--- src/rtl/lsu_mem_master.sv ---
`default_nettype none
// ============================================================================
//  Module   : lsu_mem_master
//  Brief    : Load/store initiator for a word-addressed single-port data
//             memory. Takes one byte-addressed request at a time, does
//             read-modify-write for sub-word stores, extends sub-word loads
//             and returns a one-cycle response pulse.
//  Revision : 1.0 - initial release
// ============================================================================
module lsu_mem_master #(
    parameter int MEM_AW = 7
) (
    input  logic              clk,
    input  logic              rst_n,
    // request channel
    input  logic              req_valid_i,
    output logic              req_ready_o,
    input  logic              req_write_i,
    input  logic [1:0]        req_size_i,
    input  logic              req_unsigned_i,
    input  logic [MEM_AW+1:0] req_addr_i,
    input  logic [31:0]       req_wdata_i,
    // response channel
    output logic              resp_valid_o,
    output logic [31:0]       resp_rdata_o,
    output logic              resp_err_o,
    // memory port
    output logic [MEM_AW-1:0] mem_address_o,
    output logic              mem_write_o,
    output logic              mem_read_o,
    output logic [31:0]       mem_wdata_o,
    input  logic [31:0]       mem_rdata_i
);

    typedef enum logic [1:0] {
        IDLE  = 2'd0,
        READ  = 2'd1,
        WAIT  = 2'd2,
        WRITE = 2'd3
    } state_t;

    localparam logic [1:0] SZ_BYTE = 2'b00;
    localparam logic [1:0] SZ_HALF = 2'b01;
    localparam logic [1:0] SZ_WORD = 2'b10;

    state_t            state_q, state_d;
    logic              ready_q, ready_d;

    // latched request
    logic              write_q, write_d;
    logic [1:0]        size_q, size_d;
    logic              unsigned_q, unsigned_d;
    logic [1:0]        off_q, off_d;
    logic [31:0]       wdata_q, wdata_d;

    // registered outputs
    logic              resp_valid_q, resp_valid_d;
    logic [31:0]       resp_rdata_q, resp_rdata_d;
    logic              resp_err_q, resp_err_d;
    logic [MEM_AW-1:0] mem_address_q, mem_address_d;
    logic              mem_write_q, mem_write_d;
    logic              mem_read_q, mem_read_d;
    logic [31:0]       mem_wdata_q, mem_wdata_d;

    logic              req_err;
    logic [4:0]        lane_shamt;
    logic [31:0]       lane_mask;
    logic [31:0]       merged_word;
    logic [31:0]       shifted_rdata;
    logic [31:0]       extracted;

    // Ready is gated by rst_n so nothing is taken while reset is held.
    assign req_ready_o   = ready_q & rst_n;
    assign resp_valid_o  = resp_valid_q;
    assign resp_rdata_o  = resp_rdata_q;
    assign resp_err_o    = resp_err_q;
    assign mem_address_o = mem_address_q;
    assign mem_write_o   = mem_write_q;
    assign mem_read_o    = mem_read_q;
    assign mem_wdata_o   = mem_wdata_q;

    // Illegal size or misaligned half/word request, judged on live inputs.
    always_comb begin
        req_err = 1'b0;
        if (req_size_i == 2'b11) begin
            req_err = 1'b1;
        end else if (req_size_i == SZ_HALF && req_addr_i[0]) begin
            req_err = 1'b1;
        end else if (req_size_i == SZ_WORD && req_addr_i[1:0] != 2'b00) begin
            req_err = 1'b1;
        end
    end

    // Lane position/mask, store merge and load extraction on latched request.
    always_comb begin
        lane_shamt = (size_q == SZ_BYTE) ? {off_q, 3'b000} : {off_q[1], 4'b0000};
        if (size_q == SZ_BYTE) begin
            lane_mask = 32'h0000_00FF << lane_shamt;
        end else begin
            lane_mask = 32'h0000_FFFF << lane_shamt;
        end
        merged_word   = (mem_rdata_i & ~lane_mask) | ((wdata_q << lane_shamt) & lane_mask);
        shifted_rdata = mem_rdata_i >> lane_shamt;
        case (size_q)
            SZ_BYTE: extracted = unsigned_q ? {24'h0, shifted_rdata[7:0]}
                                            : {{24{shifted_rdata[7]}}, shifted_rdata[7:0]};
            SZ_HALF: extracted = unsigned_q ? {16'h0, shifted_rdata[15:0]}
                                            : {{16{shifted_rdata[15]}}, shifted_rdata[15:0]};
            default: extracted = mem_rdata_i;
        endcase
    end

    // Next-state and registered-output computation.
    always_comb begin
        state_d       = state_q;
        write_d       = write_q;
        size_d        = size_q;
        unsigned_d    = unsigned_q;
        off_d         = off_q;
        wdata_d       = wdata_q;
        resp_valid_d  = 1'b0;
        resp_rdata_d  = 32'h0;
        resp_err_d    = 1'b0;
        mem_address_d = mem_address_q;
        mem_write_d   = 1'b0;
        mem_read_d    = 1'b0;
        mem_wdata_d   = 32'h0;

        case (state_q)
            IDLE: begin
                mem_address_d = '0;
                if (req_valid_i && ready_q) begin
                    if (req_err) begin
                        resp_valid_d = 1'b1;
                        resp_err_d   = 1'b1;
                    end else begin
                        write_d       = req_write_i;
                        size_d        = req_size_i;
                        unsigned_d    = req_unsigned_i;
                        off_d         = req_addr_i[1:0];
                        wdata_d       = req_wdata_i;
                        mem_address_d = req_addr_i[MEM_AW+1:2];
                        if (req_write_i && req_size_i == SZ_WORD) begin
                            state_d     = WRITE;
                            mem_write_d = 1'b1;
                            mem_wdata_d = req_wdata_i;
                        end else begin
                            state_d    = READ;
                            mem_read_d = 1'b1;
                        end
                    end
                end
            end
            READ: begin
                // memory registers the word on this edge
                state_d = WAIT;
            end
            WAIT: begin
                if (write_q) begin
                    state_d     = WRITE;
                    mem_write_d = 1'b1;
                    mem_wdata_d = merged_word;
                end else begin
                    state_d       = IDLE;
                    resp_valid_d  = 1'b1;
                    resp_rdata_d  = extracted;
                    mem_address_d = '0;
                end
            end
            WRITE: begin
                state_d       = IDLE;
                resp_valid_d  = 1'b1;
                mem_address_d = '0;
            end
            default: begin
                state_d       = IDLE;
                mem_address_d = '0;
            end
        endcase

        ready_d = (state_d == IDLE);
    end

    // State and output registers; reset aborts any operation silently.
    always_ff @(posedge clk) begin
        if (!rst_n) begin
            state_q       <= IDLE;
            ready_q       <= 1'b0;
            write_q       <= 1'b0;
            size_q        <= 2'b00;
            unsigned_q    <= 1'b0;
            off_q         <= 2'b00;
            wdata_q       <= 32'h0;
            resp_valid_q  <= 1'b0;
            resp_rdata_q  <= 32'h0;
            resp_err_q    <= 1'b0;
            mem_address_q <= '0;
            mem_write_q   <= 1'b0;
            mem_read_q    <= 1'b0;
            mem_wdata_q   <= 32'h0;
        end else begin
            state_q       <= state_d;
            ready_q       <= ready_d;
            write_q       <= write_d;
            size_q        <= size_d;
            unsigned_q    <= unsigned_d;
            off_q         <= off_d;
            wdata_q       <= wdata_d;
            resp_valid_q  <= resp_valid_d;
            resp_rdata_q  <= resp_rdata_d;
            resp_err_q    <= resp_err_d;
            mem_address_q <= mem_address_d;
            mem_write_q   <= mem_write_d;
            mem_read_q    <= mem_read_d;
            mem_wdata_q   <= mem_wdata_d;
        end
    end

endmodule
`default_nettype wire

--- config.mk ---
export PLATFORM = sky130hd
export DESIGN_NAME = lsu_mem_master
export DESIGN_NICKNAME = d
export VERILOG_FILES = /design/src/rtl/lsu_mem_master.sv
export SDC_FILE = /design/constraint.sdc
export NUM_CORES = 1
export LEC_CHECK = 0
export ABC_AREA = 1
export CAP_MARGIN = 10
export CORE_ASPECT_RATIO = 1.5
export CORE_UTILIZATION = 30
export CTS_CLUSTER_SIZE = 25
export DETAILED_ROUTE_END_ITERATION = 10
export SYNTH_ARGS = -nofsm -noshare
export SYNTH_HDL_FRONTEND = slang
export SYNTH_SLANG_ARGS = --single-unit
--- constraint.sdc ---
create_clock -name clk -period 3.5 [get_ports clk]
set_input_delay 0.7 -clock clk [delete_from_list [all_inputs] [get_ports clk]]
set_output_delay 0.7 -clock clk [all_outputs]
set_load 0.05 [all_outputs]
==> results.cfg, run 1 <==
[timing]
worstMarginPinSlew_ns = 0.712
period_needed_ns = 2.46
maxSlewViolCount = 0
setup_viol = 0
fmax_ghz = 0.406
rsz0062_at_grt = false
max-slew-margin-rel = 0.524
fin_setup_tns_ns = 0
timing.final.crit_share = 0.703
fin_skew_ns = 0.00330
report.final.hold_viol_count = 0
holdWs_ns = 0.456

[worst_setup_path]
cp_cell_sequence = clkdlybuf4s50_1 > buf_4 > nand2_1 > inv_1 > buf_4
path_delay_family = buffers and inverters
cp_data_arrival_time_ns = 1.76
r2r_cells = 7
r2r-end = resp_rdata_o[1]
cp-startpoint = rst_n
crit_fanout = 24
slowest_stage = clkdlybuf4s50_1
crit_required_ns = 2.80
crit_path_frequent_cell = buf_4
cp_slowest_stage_delay_ns = 0.49
cp.buffers_inverters = 4
startpoint_type = input port
reg2reg_slack_ns = 1.05
worst_setup_path_end_kind = output pin
reg2reg_from = size_q[1]
worst-setup-path-type = in2out

[yosys]
synth-warning-count = 0
synth.avg_cell_area_sq_um = 6.97
synth_area_sq_um = 4480
synth_cell_type_count = 27
synthArstFlopShare = 0
ys_seq_area_frac = 0.447
ys.flop_type = dfxtp_1
synth_cells = 643
ys_seq_elements = 100
synth_edf_count = 0
syn_nets = 723

[final_layout]
diodes = 0
finish.utilization = 0.440
fillCellCount = 1580
syn_to_final_growth_pct = 43.3
nets = 857
drive_above_1_share = 0.0474
fin_area_sq_um = 6420

[hold_path]
hold_start = wdata_q[8]
hp-class = reg2reg
whs_path_depth = 2
holdPathEnd = wdata_q[8]

[cts]
cts_root_buf = clkbuf_16
cts_buffers = 9
cts_setup_buffers = 0
clk_pin_slew_ns = 0.06
cts_tree = built
clk_path_buf_depth = 2
cts_sinks = 100
clock_latency_ns = 0.35
ctsHoldBuffers = 0
cts_resized = 0
htreeDepth = 3

[routing]
drt_iter0_drc = 259
drc_errors = 0
viasPerCell = 4.56
vias = 4453
dr.pass1.iters = 4
routedWlPerCell_um = 15.0
ant_nets = 0
wl_um = 14600

[placement]
gp_congestion = 0.854
io_buffers = 155
dp_hpwl_um = 11600
placed_cell_area_sq_um = 6120

[die]
coreArea_sq_um = 14600
rows = 54
chipWidth_um = 102
io_pins = 156
start_util = 0.307
die_h_um = 152
dieArea_sq_um = 15400

[global_route]
grt_pass1_wl_um = 22500
grt_pass1_vias = 4319
gr-total-overflow = 0
grt_use_total = 0.196
antenna_found_initial = 0
grt_max_degree = 38

[pwr]
irDropWorstVdd_v = 0.000196
seq_power_share = 0.455
switching_share = 0.251
pwr-share-clk = 0.396
combPwrFrac = 0.148
leakagePower_nw = 2.59
power_density_nw_per_um2 = 403
power.switching_uw = 649
p_int_mw = 1.94

[run_status]
outcome = completed

[job]
maxCapViolCount = 0
==> layout make-up <==
type	count	area (sq um)	area share
clock buffer	13	240	0.0374
clock inverter	2	60.1	0.00935
inverter	69	259	0.0403
multi-input combinational	435	2010	0.314
sequential	100	2000	0.312
tap	196	245	0.0382
timing repair buffer	162	1600	0.249
==> worst max path at each step <==
| stage | end | slack, ns | cells past startpoint |
|---|---|---|---|
| floorplan | req_ready_o | 1.68 | 3 |
| global placement | mem_wdata_o[24] | 0.99 | 8 |
| detailed placement | mem_wdata_o[4] | 0.95 | 8 |
| CTS | req_ready_o | 1.04 | 5 |
| global route | resp_rdata_o[1] | 0.83 | 7 |
| finish | req_ready_o | 1.04 | 5 |
==> layer usage <==
layer | GRT usage | share of wire
met1 | 0.208 | 0.38
met2 | 0.360 | 0.53
met3 | 0.0427 | 0.057
met4 | 0.0949 | 0.033
met5 | 0 | 0
==> Yosys cell counts (4+ instances only) <==
library cell	number	share of area
nand3_1	39	0.044
inv_2	4	0.0034
o211ai_1	7	0.012
o21ai_1	9	0.010
clkbuf_1	17	0.014
nor2_1	40	0.034
a21oi_1	94	0.10
nand2_1	173	0.14
buf_6	5	0.013
inv_1	65	0.054
buf_2	14	0.016
dfxtp_1	100	0.45
o21ai_0	53	0.059
==> worst register-to-register path, cell delays in order (launching register included) <==
cell     delay (ns)
dfxtp_1        0.78
nor2_4         0.15
nand2_4        0.33
nand2_2        0.30
nand2_1        0.32
inv_1          0.17
o21ai_0        0.17
a21oi_1        0.08
==> layout by cell type (no fill, tap or decap), types with 2 or more instances in the layout <==
cell	n
bufinv_16	2
a21oi_1	94
a21oi_4	2
clkbuf_1	4
nand2_2	2
clkdlybuf4s50_1	154
o211ai_1	7
nand2_1	173
inv_2	4
clkbuf_16	9
nor2_1	40
nand3_1	39
o21ai_1	9
nor3_1	3
inv_1	65
buf_4	8
nor2_4	3
dfxtp_1	100
o21ai_0	53
nand3_2	3
==> power by group through the flow <==
| stage | clock network (mW) | logic (mW) | registers [mW] |
|---|---|---|---|
| after global placement | 0 | 0.383 | 1.21 |
| after global routing | 1.10 | 0.425 | 1.18 |
| after CTS | 1.05 | 0.384 | 1.18 |
| after floorplan | 0 | 0.203 | 1.22 |
| final | 1.03 | 0.383 | 1.18 |
| after detailed placement | 0 | 0.383 | 1.21 |
==> metrics by stage <==
stage          power, mW  setup WS, ns  instances
2_1_floorplan       1.43          1.68        643
3_3_place_gp        1.59         0.989        962
3_5_place_dp        1.59         0.952        962
4_1_cts             2.61          1.04        977
5_1_grt             2.70         0.825        977
6_report            2.59          1.04        977
==> state kept, by name, summed over array words and instances (netlist names) <==
| name | cells |
|---|---|
| resp_rdata_o | 32 |
| unsigned_q | 1 |
| size_q | 2 |
| resp_err_o | 1 |
| mem_write_o | 1 |
| state_q | 2 |
| ready_q | 1 |
| off_q | 2 |
| resp_valid_o | 1 |
| mem_wdata_o | 32 |
| mem_address_o | 7 |
| wdata_q | 16 |
| write_q | 1 |
| mem_read_o | 1 |
==> kinds of logic after synthesis <==
family,after synthesis,synth area share
compound gates,167,0.197
buf+inv,108,0.104
flops,100,0.447
simple gates,268,0.253
(Power assumes the default switching activity.)
==> inputs of run 2 (changes only) <==
- clock period: 3.5 -> 2.4 ns (I/O delays scaled with it)
==> run 2 against run 1 <==
Effect of this change:
- core utilization rose by 0.42 points
- sequential share of layout area decreased by 0.29 points
- clock power increased by 42%
- first-iteration DRC count rose by 3.5%
- wire length down 0.14%
- critical path depth did not move
- via count is 1.1% higher
- count of clock-buffer cells in the layout shrank 2
- sequential power is 46% higher
- combinational power up 50%
- cell area increased by 0.95%
- register-to-register slack lost 0.61 ns
- highest routed layer unchanged
==> results.cfg, run 2 (synthesized netlist as in run 1, its figures left out) <==
[run_status]
outcome = completed

[cts]
clk_path_buf_depth = 2
cts_sinks = 100
cts_root_buf = clkbuf_16
cts_tree = built
ctsHoldBuffers = 0
htreeDepth = 3
clock_latency_ns = 0.35
clk_pin_slew_ns = 0.07
cts_buffers = 9
cts_resized = 0
cts_setup_buffers = 0

[worst_setup_path]
cp.buffers_inverters = 4
reg2reg_slack_ns = 0.44
worst-setup-path-type = in2out
slowest_stage = clkdlybuf4s50_1
cp_slowest_stage_delay_ns = 0.49
path_delay_family = buffers and inverters
startpoint_type = input port
cp_cell_sequence = clkdlybuf4s50_1 > buf_4 > nand2_1 > inv_1 > buf_12
worst_setup_path_end_kind = output pin
crit_required_ns = 1.92
cp_data_arrival_time_ns = 1.53
crit_fanout = 24

[final_layout]
finish.utilization = 0.444
drive_above_1_share = 0.0596
diodes = 0
final_common_cell = nand2_1
fillCellCount = 1533
syn_to_final_growth_pct = 44.7
final_cell_mix = 173 x nand2_1, 154 x clkdlybuf4s50_1, 100 x dfxtp_1
multi_input_area_sq_um = 2010
seq_area_sq_um = 2000
fin_area_sq_um = 6480
nets = 863

[die]
die_h_um = 152
start_util = 0.307
chipWidth_um = 102
rows = 54
io_pins = 156
coreArea_sq_um = 14600
dieArea_sq_um = 15400

[routing]
routedWlPerCell_um = 14.8
dr.pass1.iters = 5
wl_um = 14600
drc_errors = 0
drt_iter0_drc = 268
ant_nets = 0
vias = 4503
viasPerCell = 4.58

[hold_path]
hp-class = reg2reg

[global_route]
grt_use_met1 = 0.215
grt_max_degree = 34
met3_usage = 0.0349
busiest_layer = met2
gr-total-overflow = 0
met2_usage = 0.364
grt_pass1_vias = 4227
antenna_found_initial = 0
grt_use_total = 0.195
grt_pass1_wl_um = 22500

[pwr]
irDropWorstVdd_v = 0.000282
leakagePower_nw = 2.63
power_density_nw_per_um2 = 578
power_mw = 3.75

[timing]
timing.final.crit_share = 0.839
fmax_ghz = 0.497
fin_setup_tns_ns = 0
maxSlewViolCount = 0
max-slew-margin-rel = 0.628
rsz0062_at_grt = false
period_needed_ns = 2.01
setup_viol = 0
worstMarginPinSlew_ns = 0.554
fin_skew_ns = 0.00859
report.final.hold_viol_count = 0

[placement]
placed_cell_area_sq_um = 6180
io_buffers = 155
gp_congestion = 0.861
dp_hpwl_um = 11500

[job]
maxCapViolCount = 0
run 2: area by class of cell:
class | instances | area share
Inverter | 69 | 0.0399
Timing Repair Buffer | 168 | 0.256
Clock buffer | 11 | 0.0374
Clock inverter | 5 | 0.00946
Tap cell | 196 | 0.0378
Sequential cell | 100 | 0.309
Multi-Input combinational cell | 435 | 0.311
run 2: path summary, 6_finish.rpt:
kind,start,to,cells past startpoint
hold reg to reg,wdata_q[8],wdata_q[8],2
setup / recovery,rst_n,req_ready_o,5
hold / removal,wdata_q[8],wdata_q[8],2
setup reg to reg,size_q[0],resp_rdata_o[0],7
run 2: where the power goes:
group | leakage [nW] | switching, mW | total, mW | internal, mW
Sequential | 0.809 | 0.0229 | 1.72 | 1.69
Combinational | 1.67 | 0.337 | 0.574 | 0.237
Clock | 0.150 | 0.618 | 1.46 | 0.840
Total | 2.63 | 0.978 | 3.75 | 2.77
run 2: worst register-to-register path, cell delays in order, from the launching register on:
cell and delay (ns):
dfxtp_1 0.35, nor2_4 0.25, nand2_4 0.19, nand2_2 0.30, nand2_1 0.28, inv_1 0.23, o21ai_0 0.09, a21oi_1 0.18
run 2: through the flow:
stage	hold slack, ns	setup WS (ns)	instances
after CTS	0.456	0.378	984
after global routing	0.471	0.197	984
after global placement	0.440	0.200	968
after floorplan	0.430	0.862	643
final	0.458	0.387	984
after detailed placement	0.446	0.118	968
run 2: per-layer routing:
layer	share of wire	wire [um]	vias to the layer above
li1	-	-	2343
met1	0.39	5690	2006
met2	0.54	7820	139
met3	0.054	786	15
met4	0.021	307	0
met5	0	0	-
==> inputs of run 3 (changes only) <==
- clock period: 2.4 -> 1.7 ns (I/O delays scaled with it)
==> run 3 against run 2 <==
Effect of this change:
- critical path depth rose by 3
- clock power rose by 48%
- clock skew fell by 0.0027 ns
- flip-flop and latch count did not move
==> results.cfg, run 3 (synthesized netlist as in run 1, its figures left out) <==
[routing]
wl_met3_um = 779
routedWlPerCell_um = 14.8
wl_met2_um = 7820
viasPerCell = 4.61
drc_errors = 0
drt_iter0_drc = 172
vias = 4636
wl_met1_um = 5700
dr.pass1.iters = 4
highest_layer = met4
wl_um = 14800
ant_nets = 0

[worst_setup_path]
crit_fanout = 23
crit_required_ns = 1.94
cp.buffers_inverters = 3
cp_data_arrival_time_ns = 1.80
worst_setup_path_end_kind = register
r2r_cells = 6
path_delay_family = buffers and inverters
r2r-end = resp_rdata_o[2]
worst-setup-path-type = in2reg
cp_cell_sequence = clkdlybuf4s50_1 > or2_1 > o21ai_2 > nand2_2 > buf_6 > buf_4 > o21ai_0 > a21oi_1
slowest_stage = clkdlybuf4s50_1
reg2reg_slack_ns = 0.17
reg2reg_from = size_q[1]
startpoint_type = input port
cp_slowest_stage_delay_ns = 0.43

[placement]
gp_congestion = 0.933
io_buffers = 155
placed_cells_incl_taps = 989
placed_cell_area_sq_um = 6220
dp_hpwl_um = 11800

[final_layout]
nets = 886
final_cell_mix = 172 x nand2_1, 102 x buf_4, 100 x dfxtp_1
final_common_cell = nand2_1
diodes = 0
drive_above_1_share = 0.178
final_cells = 1006
fin_area_sq_um = 6560
syn_to_final_growth_pct = 46.3

[timing]
maxSlewViolCount = 0
holdWs_ns = 0.455
report.final.hold_viol_count = 0
worstMarginPinSlew_ns = 0.536
timing.final.crit_share = 0.916
fin_skew_ns = 0.00588
setup_viol = 0
max-slew-margin-rel = 0.640
rsz0062_at_grt = false
period_needed_ns = 1.56
fin_setup_tns_ns = 0
fmax_ghz = 0.642

[die]
io_pins = 156
dieArea_sq_um = 15400
chipWidth_um = 102
die_h_um = 152
rows = 54
coreArea_sq_um = 14600
start_util = 0.307

[pwr]
power.switching_mw = 1.39
leakagePower_nw = 2.91
power_density_nw_per_um2 = 832
pwr-share-clk = 0.396
irDropWorstVdd_v = 0.000412
switching_share = 0.256
combPwrFrac = 0.160
power_mw = 5.45
p_int_mw = 4.06
seq_power_share = 0.444

[hold_path]
whs_path_depth = 2
hp-class = reg2reg
hold_start = wdata_q[14]
holdPathEnd = wdata_q[14]

[cts]
htreeDepth = 3
cts_buffers = 9
cts_sinks = 100
clk_path_buf_depth = 2
cts_root_buf = clkbuf_16
cts_tree = built
ctsHoldBuffers = 0
clk_pin_slew_ns = 0.07
clock_latency_ns = 0.35

[global_route]
antenna_found_initial = 0
grt_pass1_wl_um = 23000
gr-total-overflow = 0
grt_max_degree = 34
grt_pass1_vias = 4476
grt_use_total = 0.199

[run_status]
outcome = completed

[job]
maxCapViolCount = 0
==> run 3: final cells by class <==
cell class	instances	area, sq um
clock buffer	11	233
clock inverter	4	75.1
inverter	69	262
timing repair buffer	191	1720
fill	1552	8040
tap	196	245
sequential	100	2000
multi-input combinational	435	2020
==> run 3: worst max path at each step <==
stage,to,startpoint,cells after the start
floorplan,resp_rdata_o[22],size_q[0],10
global placement,mem_address_o[4],req_addr_i[1],8
detailed placement,mem_address_o[1],req_addr_i[0],8
CTS,mem_address_o[3],req_addr_i[0],8
global route,resp_rdata_o[2],size_q[1],6
finish,wdata_q[11],req_addr_i[0],8
==> run 3: per-layer routing <==
metal	vias to the layer above	GRT usage
li1	2392	-
met1	2077	0.213
met2	137	0.366
met3	30	0.0376
met4	0	0.105
met5	-	0
==> run 3: what timing repair did <==
action                                  CTS  global route
endpoints found under the setup margin    1            12
pin swaps                                 0             1
buffers inserted                          0             1
cloned                                    1             0
resized for setup                         2             4
==> run 3: worst reg2reg max path: cells and delay by family, from the launching register on <==
kind | cells | cell delay (ns)
buffers and inverters | 3 | 0.54
flip-flops | 1 | 0.37
AND/OR/NAND/NOR | 1 | 0.26
AO/OA/AOI/OAI | 2 | 0.25
==> run 3: metrics by stage <==
step | utilization | worst slack [ns]
3_5_place_dp | 0.427 | -0.301
2_1_floorplan | - | 0.259
5_1_grt | 0.449 | 0.00127
6_report | 0.449 | 0.142
4_1_cts | 0.448 | 0.0530
3_3_place_gp | 0.427 | -0.289
==> run 3: power groups by stage <==
stage	logic, mW	registers, mW	clock network, mW
2_1_floorplan	0.419	2.52	0
3_3_place_gp	0.865	2.47	0
3_5_place_dp	0.867	2.47	0
4_1_cts	0.873	2.42	2.20
5_1_grt	0.957	2.42	2.30
6_report	0.873	2.42	2.16
